--- src/rtl/mips_multicycle_ctrl.sv ---
// Moore control FSM for a shared-datapath multicycle MIPS core, with memory wait/timeout handling.
// Define MIPS_CTRL_ILLEGAL_TRAP_EN to fault on illegal opcode/funct; otherwise they retire as NOPs.
module mips_multicycle_ctrl #(
  parameter int MEM_TIMEOUT = 15,
  parameter int CNT_W       = 16
) (
  input  logic             clk,
  input  logic             rst_n,
  input  logic [5:0]       opcode,
  input  logic [5:0]       funct,
  input  logic             zero,
  input  logic             mem_ready,
  output logic             mem_read,
  output logic             mem_write,
  output logic             iord,
  output logic             ir_write,
  output logic             pc_en,
  output logic [1:0]       pc_src,
  output logic             alu_src_a,
  output logic [1:0]       alu_src_b,
  output logic [1:0]       alu_op,
  output logic             reg_write,
  output logic             reg_dst,
  output logic             mem_to_reg,
  output logic             busy,
  output logic             fault,
  output logic [CNT_W-1:0] retired,
  output logic [3:0]       state_dbg
);

  localparam logic [5:0] OP_RTYPE = 6'h00;
  localparam logic [5:0] OP_J     = 6'h02;
  localparam logic [5:0] OP_BEQ   = 6'h04;
  localparam logic [5:0] OP_ADDI  = 6'h08;
  localparam logic [5:0] OP_LW    = 6'h23;
  localparam logic [5:0] OP_SW    = 6'h2B;

  localparam logic [5:0] FN_ADD = 6'h20;
  localparam logic [5:0] FN_SUB = 6'h22;
  localparam logic [5:0] FN_AND = 6'h24;
  localparam logic [5:0] FN_OR  = 6'h25;

  localparam logic [3:0] S_FETCH  = 4'd0;
  localparam logic [3:0] S_DECODE = 4'd1;
  localparam logic [3:0] S_MEMADR = 4'd2;
  localparam logic [3:0] S_MEMRD  = 4'd3;
  localparam logic [3:0] S_MEMWB  = 4'd4;
  localparam logic [3:0] S_MEMWR  = 4'd5;
  localparam logic [3:0] S_EXEC   = 4'd6;
  localparam logic [3:0] S_ALUWB  = 4'd7;
  localparam logic [3:0] S_BRANCH = 4'd8;
  localparam logic [3:0] S_ADDIEX = 4'd9;
  localparam logic [3:0] S_ADDIWB = 4'd10;
  localparam logic [3:0] S_JUMP   = 4'd11;
  localparam logic [3:0] S_HALT   = 4'd12;

  localparam int WAIT_W = $clog2(MEM_TIMEOUT + 1);

`ifdef MIPS_CTRL_ILLEGAL_TRAP_EN
  localparam bit TRAP_EN = 1'b1;
`else
  localparam bit TRAP_EN = 1'b0;
`endif

  typedef struct packed {
    logic       mem_read;
    logic       mem_write;
    logic       iord;
    logic       ir_write;
    logic       pc_en;
    logic [1:0] pc_src;
    logic       alu_src_a;
    logic [1:0] alu_src_b;
    logic [1:0] alu_op;
    logic       reg_write;
    logic       reg_dst;
    logic       mem_to_reg;
    logic       busy;
  } ctrl_t;

  logic [3:0]        state;
  logic [3:0]        state_nxt;
  logic [WAIT_W-1:0] wait_cnt;
  logic              wait_inc;
  logic              retire;
  logic              trap;
  logic              funct_ok;
  ctrl_t             ctrl;

  assign funct_ok  = (funct == FN_ADD) || (funct == FN_SUB) ||
                     (funct == FN_AND) || (funct == FN_OR);
  assign state_dbg = state;

  always_ff @(posedge clk or negedge rst_n) begin
    if (!rst_n) begin
      state    <= S_FETCH;
      wait_cnt <= '0;
      fault    <= 1'b0;
      retired  <= '0;
    end else begin
      state <= state_nxt;
      if (state_nxt != state)
        wait_cnt <= '0;
      else if (wait_inc)
        wait_cnt <= wait_cnt + WAIT_W'(1);
      if (trap)
        fault <= 1'b1;
      if (retire)
        retired <= retired + CNT_W'(1);
    end
  end

  always_comb begin
    state_nxt = state;
    wait_inc  = 1'b0;
    retire    = 1'b0;
    trap      = 1'b0;
    case (state)
      S_FETCH:  if (mem_ready) state_nxt = S_DECODE; else wait_inc = 1'b1;
      S_DECODE: begin
        case (opcode)
          OP_LW, OP_SW: state_nxt = S_MEMADR;
          OP_RTYPE:     state_nxt = S_EXEC;
          OP_BEQ:       state_nxt = S_BRANCH;
          OP_ADDI:      state_nxt = S_ADDIEX;
          OP_J:         state_nxt = S_JUMP;
          default: begin
            if (TRAP_EN) begin trap = 1'b1; state_nxt = S_HALT;  end
            else         begin retire = 1'b1; state_nxt = S_FETCH; end
          end
        endcase
      end
      S_MEMADR: state_nxt = (opcode == OP_SW) ? S_MEMWR : S_MEMRD;
      S_MEMRD:  if (mem_ready) state_nxt = S_MEMWB; else wait_inc = 1'b1;
      S_MEMWB:  begin retire = 1'b1; state_nxt = S_FETCH; end
      S_MEMWR: begin
        if (mem_ready) begin retire = 1'b1; state_nxt = S_FETCH; end
        else wait_inc = 1'b1;
      end
      S_EXEC: begin
        if (funct_ok)     state_nxt = S_ALUWB;
        else if (TRAP_EN) begin trap = 1'b1; state_nxt = S_HALT;  end
        else              begin retire = 1'b1; state_nxt = S_FETCH; end
      end
      S_ALUWB, S_BRANCH, S_ADDIWB, S_JUMP: begin
        retire    = 1'b1;
        state_nxt = S_FETCH;
      end
      S_ADDIEX: state_nxt = S_ADDIWB;
      S_HALT:   state_nxt = S_HALT;
      default:  begin trap = 1'b1; state_nxt = S_HALT; end
    endcase
    // The final wait cycle times out unless mem_ready shows up in that same cycle.
    if (wait_inc && (wait_cnt == WAIT_W'(MEM_TIMEOUT - 1))) begin
      trap      = 1'b1;
      state_nxt = S_HALT;
    end
  end

  always_comb begin
    ctrl      = '0;
    ctrl.busy = 1'b1;
    case (state)
      S_FETCH: begin
        ctrl.mem_read  = 1'b1;
        ctrl.alu_src_b = 2'b01;
        ctrl.alu_op    = 2'b10;
        ctrl.ir_write  = mem_ready;
        ctrl.pc_en     = mem_ready;
      end
      S_DECODE: begin
        ctrl.alu_src_b = 2'b11;
        ctrl.alu_op    = 2'b10;
      end
      S_MEMADR, S_ADDIEX: begin
        ctrl.alu_src_a = 1'b1;
        ctrl.alu_src_b = 2'b10;
        ctrl.alu_op    = 2'b10;
      end
      S_MEMRD:  begin ctrl.mem_read  = 1'b1; ctrl.iord = 1'b1; end
      S_MEMWB:  begin ctrl.reg_write = 1'b1; ctrl.mem_to_reg = 1'b1; end
      S_MEMWR:  begin ctrl.mem_write = 1'b1; ctrl.iord = 1'b1; end
      S_EXEC: begin
        ctrl.alu_src_a = 1'b1;
        case (funct)
          FN_ADD:  ctrl.alu_op = 2'b10;
          FN_SUB:  ctrl.alu_op = 2'b11;
          FN_AND:  ctrl.alu_op = 2'b01;
          default: ctrl.alu_op = 2'b00;
        endcase
      end
      S_ALUWB:  begin ctrl.reg_write = 1'b1; ctrl.reg_dst = 1'b1; end
      S_BRANCH: begin
        ctrl.alu_src_a = 1'b1;
        ctrl.alu_op    = 2'b11;
        ctrl.pc_src    = 2'b01;
        ctrl.pc_en     = zero;
      end
      S_ADDIWB: ctrl.reg_write = 1'b1;
      S_JUMP:   begin ctrl.pc_en = 1'b1; ctrl.pc_src = 2'b10; end
      S_HALT:   ctrl.busy = 1'b0;
      default:  ;
    endcase
  end

  // Gating with rst_n keeps a mid-instruction reset from leaking any write strobe.
  assign {mem_read, mem_write, iord, ir_write, pc_en, pc_src, alu_src_a, alu_src_b,
          alu_op, reg_write, reg_dst, mem_to_reg, busy} = rst_n ? ctrl : '0;

endmodule

--- config.mk ---
export PLATFORM = sky130hd
export DESIGN_NAME = mips_multicycle_ctrl
export DESIGN_NICKNAME = d
export VERILOG_FILES = /design/src/rtl/mips_multicycle_ctrl.sv
export SDC_FILE = /design/constraint.sdc
export NUM_CORES = 1
export LEC_CHECK = 0
export ABC_AREA = 1
export CORE_ASPECT_RATIO = 1.75
export CORE_MARGIN = 5
export CORE_UTILIZATION = 52
export CTS_CLUSTER_SIZE = 28
export DETAILED_ROUTE_END_ITERATION = 7
export HOLD_SLACK_MARGIN = 0.08
export PLACE_DENSITY = 0.85
export RECOVER_POWER = 50
export SETUP_SLACK_MARGIN = 0.3
export SLEW_MARGIN = 5
export SYNTH_ARGS = -nofsm -noshare
export SYNTH_HDL_FRONTEND = slang
export SYNTH_SLANG_ARGS = --single-unit
export TNS_END_PERCENT = 50
--- constraint.sdc ---
create_clock -name clk -period 2.6 [get_ports clk]
set_clock_uncertainty 0.2 [all_clocks]
set_input_delay 0.65 -clock clk [delete_from_list [all_inputs] [get_ports clk]]
set_output_delay 0.65 -clock clk [all_outputs]
set_load 0.005 [all_outputs]
==> results.py, run 1 <==
metrics = {
    "logic_synthesis": {
        "syn_nets": 313,
        "synth_commonest_cells": "60 x nand2_1, 43 x inv_1, 40 x nor2_1",
        "synth_top_area_share": 0.322,
        "seq_area_frac_synth": 0.322,
        "synthesis.area_um2": 1940,
        "ys.flop_type": "dfrtp_1",
        "synth_largest_area_cell": "dfrtp_1",
        "yosysWarnings": 0,
        "synth_edf_count": 0,
        "synth_most_common_cell": "nand2_1",
        "synthCells": 294,
        "synth_cell_types": 28,
        "synthTopCellsByArea": "dfrtp_1 32%, nand2_1 12%, inv_1 8.3%, nand3_1 8.0%, nor2_1 7.7%",
        "async_flop_share": 1.00,
        "avgSynthCellArea_um2": 6.60,
        "synth_seq_cells": 25,
    },
    "min_path": {
        "hold_path_class": "reg2reg",
        "worstHoldStart": "retired[10]",
        "worstHoldEndpoint": "retired[10]",
        "whs_path_depth": 2,
    },
    "floorplan": {
        "die_x_um": 56.2,
        "boundaryPins": 53,
        "core_um2": 3630,
        "start_util": 0.535,
        "rows": 29,
        "fp.dieArea_um2": 5100,
        "die_h_um": 90.8,
    },
    "clock_tree": {
        "clkSinkCount": 25,
        "clockRootBuffer": "clkbuf_8",
        "clock_latency_ns": 0.27,
        "cts_tree": "yes",
        "clk_pin_slew_ns": 0.09,
        "cts_buffer_depth": 2,
        "numCtsBuffers": 3,
        "htree_levels": 1,
    },
    "sta": {
        "period_needed_ns": 2.91,
        "final.period_utilization": 1.12,
        "setup_slack_ns": -0.313,
        "worst_slew_pin_slew_ns": 0.767,
        "setup-violations-final": 1,
        "rsz0062_at_grt": "yes",
        "slew_headroom": 0.488,
        "fmax_mhz": 343,
        "drv_slew": 0,
        "hold_viol": 0,
    },
    "pwr": {
        "power.leakage_nw": 1.72,
        "switching_share": 0.260,
        "p_seq_frac": 0.540,
        "clockPowerShare": 0.325,
        "p_total_mw": 0.729,
        "combPwrFrac": 0.135,
        "power_density_nw_per_um2": 221,
        "netSwitchingPower_mw": 0.189,
        "power.internal_mw": 0.540,
        "peakVddDrop_mv": 0.373,
    },
    "global_routing": {
        "grt_start_max_net_pins": 16,
        "grt_use_met3": 0.0386,
        "antenna_found_initial": 0,
        "grt-busiest-layer": "met2",
        "grt_pass1_vias": 2439,
        "use_met2": 0.504,
        "overflow": 0,
        "gr-usage-met1": 0.252,
        "grt.total_usage": 0.260,
        "grt_first_pass_wirelength_um": 10900,
    },
    "layout": {
        "multi_input_area_um2": 1400,
        "num_antenna_cells": 0,
        "stdcell_count": 452,
        "nets": 426,
        "final-seq-area_um2": 631,
        "area_growth_pct": 70.0,
        "drive_above_1_share": 0.401,
        "nFillCells": 152,
    },
    "placed_design": {
        "dp_cells": 406,
        "gp_congestion": 0.884,
        "io_buffers": 52,
        "dp_hpwl_um": 4350,
    },
    "run_status": {
        "violations": "negative setup slack",
        "status": "finished, violations left",
    },
    "setup_path": {
        "worst-r2r-cell-count": 15,
        "cp-start-kind": "input port",
        "path_max_fanout": 2,
        "cp_slowest_cell": "clkdlybuf4s50_1",
        "slowest_delay_ns": 0.42,
        "worstPathRequired_ns": 1.75,
        "r2r-start": "state_dbg[3]",
        "rr_endpoint": "wait_cnt[2]",
        "critPathKind": "in2out",
        "endpoint_kind": "output pin",
        "crit_chain": "clkdlybuf4s50_1 > inv_1 > nand2_2 > nor4_2 > nor3_1 > nor2_1 > buf_2",
        "cp.arrival_ns": 2.06,
        "r2r_setup_slack_ns": 0.11,
    },
    "drt": {
        "ant_nets": 0,
        "drc": 0,
        "drt_iter0_drc": 273,
        "vias": 2777,
        "wl_um": 10000,
        "wire_per_inst_um": 22.2,
        "drt_pre_antenna_iters": 5,
        "vias_per_cell": 6.14,
    },
    "flow_run": {
        "timing.max_cap.violations": 0,
    },
}
power groups by stage:
| stage | Clock (mW) | Sequential, mW | Combinational (mW) |
|---|---|---|---|
| 5_1_grt | 0.259 | 0.394 | 0.102 |
| 3_5_place_dp | 0 | 0.401 | 0.0688 |
| 2_1_floorplan | 0 | 0.401 | 0.0202 |
| 4_1_cts | 0.241 | 0.393 | 0.0735 |
| 6_report | 0.237 | 0.394 | 0.0982 |
| 3_3_place_gp | 0 | 0.401 | 0.0670 |
cell type report:
type | instances | share of cell area
Tap cell | 46 | 0.0175
Sequential cell | 25 | 0.191
Timing Repair Buffer | 111 | 0.286
Inverter | 53 | 0.0653
Multi-Input combinational cell | 213 | 0.425
Clock inverter | 1 | 0.00228
Clock buffer | 3 | 0.0125
routing by layer:
metal,up-vias,share of wire
met4,0,0.10
met1,1280,0.32
li1,1151,-
met2,246,0.49
met3,100,0.086
met5,-,0
timing repair:
action | in CTS | in global routing
pin swaps | 16 | 35
endpoints found under the setup margin | 22 | 36
cloned | 0 | 1
resized for setup | 70 | 119
setup buffers | 20 | 21
hold buffers | 0 | 0
cells by family (layout without fill, tap and decap cells):
logic type | after synthesis | in the layout | synth area share
simple gates | 169 | 169 | 0.406
fa+ha+maj | 3 | 3 | 0.0193
xor+xnor | 15 | 15 | 0.0677
compound gates | 26 | 26 | 0.0722
flops | 25 | 25 | 0.322
buf+inv | 56 | 168 | 0.113
how the worst max path moves through the flow:
stage	start	endpoint	slack [ns]
6_report	funct[1]	alu_op[0]	-0.31
4_1_cts	funct[1]	alu_op[0]	0.03
3_5_place_dp	funct[5]	alu_op[0]	-0.41
5_1_grt	funct[1]	alu_op[0]	-0.34
3_3_place_gp	funct[5]	alu_op[0]	-0.38
2_1_floorplan	funct[4]	alu_op[0]	0.58
registers in the layout (all words and copies together), names as in the netlist:
signal     cells
wait_cnt       4
state_dbg      4
retired       16
fault          1
worst max-delay path: cells and delay by family:
kind	cells	cell delay (ns)
buf+inv	3	0.67
simple gates	4	0.73
stage by stage:
stage / cell area, µm² / setup TNS, ns / hold slack (ns) / util / worst slack [ns]
after floorplan: 1940 / 0 / 0.154 / - / 0.584
after global placement: 2630 / -3.64 / 0.266 / 0.724 / -0.383
after global routing: 3300 / -0.547 / 0.371 / 0.909 / -0.337
final: 3300 / -0.313 / 0.342 / 0.909 / -0.313
after CTS: 2890 / 0 / 0.291 / 0.796 / 0.0291
after detailed placement: 2630 / -3.82 / 0.267 / 0.724 / -0.408
layout by cell type (no fill, tap or decap), types with 12 or more instances in the layout:
cell type,count
nand2_1,47
nor2_1,24
nand3_1,28
xor2_1,14
buf_4,36
nor2_2,15
buf_6,18
nand2_2,12
dfrtp_1,21
dlygate4sd3_1,12
inv_1,36
(Power assumes the default switching activity.)
==> run 2: changes to the inputs <==
--- a/config.mk
+++ b/config.mk
@@ -6,6 +6,7 @@
 export NUM_CORES = 1
 export LEC_CHECK = 0
 export ABC_AREA = 1
+export CAP_MARGIN = 10
 export CORE_ASPECT_RATIO = 1.75
 export CORE_MARGIN = 5
 export CORE_UTILIZATION = 52
==> results of run 2 <==
The final DEF is identical to that of run 1; final timing and power are the same.
==> run 3: changes to the inputs <==
--- a/config.mk
+++ b/config.mk
@@ -9,14 +9,15 @@
 export CAP_MARGIN = 10
 export CORE_ASPECT_RATIO = 1.75
 export CORE_MARGIN = 5
-export CORE_UTILIZATION = 52
+export CORE_UTILIZATION = 44
 export CTS_CLUSTER_SIZE = 28
 export DETAILED_ROUTE_END_ITERATION = 7
 export HOLD_SLACK_MARGIN = 0.08
-export PLACE_DENSITY = 0.85
+export PLACE_DENSITY = 0.77
 export RECOVER_POWER = 50
+export REMOVE_ABC_BUFFERS = 1
 export SETUP_SLACK_MARGIN = 0.3
-export SLEW_MARGIN = 5
+export SLEW_MARGIN = 0
 export SYNTH_ARGS = -nofsm -noshare
 export SYNTH_HDL_FRONTEND = slang
 export SYNTH_SLANG_ARGS = --single-unit
==> constraint.sdc (replaced) <==
create_clock -name clk -period 2.4 [get_ports clk]
set_clock_uncertainty 0.2 [all_clocks]
set_input_delay 0.6 -clock clk [delete_from_list [all_inputs] [get_ports clk]]
set_output_delay 0.6 -clock clk [all_outputs]
set_load 0.005 [all_outputs]
==> run 3 against run 2 <==
Against the previous run: the run still ends with negative setup slack left; clock power grew 7%; utilization shrank 8.7 points; first-iteration DRC count shrank 23%; count of clock-buffer cells in the layout is the same; highest routed layer unchanged; largest cell class unchanged; die area grew 15%; combinational power shrank 0.6%; sequential power grew 8.4%.
==> results.py, run 3 (synthesis results as in run 1) <==
metrics = {
    "floorplan": {
        "die_h_um": 97.9,
        "rows": 32,
        "fp.dieArea_um2": 5890,
        "die_x_um": 60.2,
        "start_util": 0.445,
        "boundaryPins": 53,
        "core_um2": 4360,
    },
    "sta": {
        "rsz0062_at_grt": "yes",
        "worst_slew_pin_slew_ns": 1.29,
        "hold_viol": 0,
        "setup-violations-final": 9,
        "period_needed_ns": 2.63,
        "fmax_mhz": 381,
        "slew_headroom": 0.138,
        "whs_ns": 0.253,
        "setup_slack_ns": -0.227,
        "drv_slew": 0,
        "final.period_utilization": 1.09,
    },
    "pwr": {
        "power.leakage_nw": 1.97,
        "peakVddDrop_mv": 0.403,
        "power_density_nw_per_um2": 217,
        "p_total_mw": 0.778,
    },
    "placed_design": {
        "dp_cells": 440,
        "dp_hpwl_um": 4520,
        "placed_area_um2": 2860,
        "dp_slack_ns": -0.529,
        "io_buffers": 52,
        "gp_congestion": 0.932,
    },
    "run_status": {
        "violations": "negative setup slack",
        "status": "finished, violations left",
    },
    "setup_path": {
        "worstPathRequired_ns": 1.60,
        "r2r-start": "state_dbg[2]",
        "path_max_fanout": 4,
        "cp.arrival_ns": 1.83,
        "endpoint_kind": "output pin",
        "r2r_setup_slack_ns": 0.09,
        "critPathKind": "reg2out",
        "cp-start-kind": "flop",
        "setup.worst_path.start": "state_dbg[2]",
    },
    "global_routing": {
        "overflow": 0,
        "antenna_found_initial": 0,
        "grt.total_usage": 0.240,
        "grt_start_max_net_pins": 25,
        "grt_first_pass_wirelength_um": 11100,
        "grt_pass1_vias": 2559,
    },
    "layout": {
        "layout_commonest_cell": "buf_4",
        "mostFrequentLayoutCells": "50 x buf_4, 46 x nand2_1, 38 x inv_1, 26 x buf_6, 24 x nor2_1",
        "postLayoutCellArea_um2": 3590,
        "largest_reg_flops": 16,
        "regMostFlops": "retired",
        "stdcell_count": 478,
        "num_antenna_cells": 0,
        "nFillCells": 248,
        "area_growth_pct": 84.9,
        "nets": 447,
        "drive_above_1_share": 0.475,
    },
    "drt": {
        "wl_um": 8190,
        "vias_per_cell": 5.45,
        "drt_pre_antenna_iters": 5,
        "wire_per_inst_um": 17.1,
        "drc": 0,
        "ant_nets": 0,
        "drt_iter0_drc": 211,
        "vias": 2606,
    },
    "clock_tree": {
        "clkSinkCount": 25,
        "clk_pin_slew_ns": 0.09,
        "clockRootBuffer": "clkbuf_8",
        "cts_tree": "yes",
        "ctsHoldBuffers": 0,
        "htree_levels": 1,
        "cts_buffer_depth": 2,
        "numCtsBuffers": 3,
        "clock_latency_ns": 0.27,
    },
    "min_path": {
        "hold_path_class": "in2async",
    },
    "flow_run": {
        "timing.max_cap.violations": 0,
    },
}
## run 3: cell count changes in the layout (fill, tap and decap cells not counted), sizes merged
cell / delta
buf: +27
dlygate4sd3: -12
clkbuf: -10
clkdlybuf4s50: +8
dlygate4sd2: +5
dlymetal6s2s: +2
clkdlybuf4s15: +1
clkinvlp: -1
inv: +1
## run 3: where the power goes
part / leakage [nW] / switching, mW / internal [mW]
clock: 0.0217 / 0.136 / 0.118
combinational: 1.65 / 0.0518 / 0.0458
sequential: 0.306 / 0.00323 / 0.423
## run 3: routing by layer
layer,part of all wire,wire [µm],GRT usage
met1,0.32,2650,0.231
met2,0.55,4510,0.464
met3,0.059,483,0.0185
met4,0.067,546,0.128
met5,0,0,0
## run 3: final timing paths
kind | cells past startpoint | end
worst max-delay path | 6 | alu_op[1]
worst min register to register | 2 | fault
worst min-delay path | 2 | state_dbg[1]
max in group asynchronous | 3 | retired[0]
min in group clk | 2 | fault
worst max register to register | 15 | wait_cnt[0]
## run 3: layout make-up
class,instances,area (µm²),area share
multi-input cells,213,1430,0.399
clock inverters,1,7.51,0.00209
inverters,53,216,0.0603
well taps,51,63.8,0.0178
flip-flops and latches,25,637,0.177
repair buffers,132,1190,0.332
clock buffers,3,41.3,0.0115
## run 3: what timing repair did
item	in CTS	in global routing
endpoints found under the setup margin	40	46
endpoints found under the hold margin	0	0
pin swaps	27	37
resized for setup	117	98
cloned	0	0
buffers inserted	22	12
## run 3: worst max-delay path, stage by stage, from the launching register on
cell and delay [ns]:
dfrtp_2 0.46, buf_6 0.14, nor2_4 0.21, buf_6 0.14, nand2_1 0.10, a41oi_1 0.31, buf_2 0.19
## run 3: through the flow
step	TNS (ns)	utilization
6_report	-0.444	0.822
3_3_place_gp	-7.63	0.656
2_1_floorplan	0	-
4_1_cts	0	0.729
3_5_place_dp	-8.31	0.656
5_1_grt	-1.27	0.822
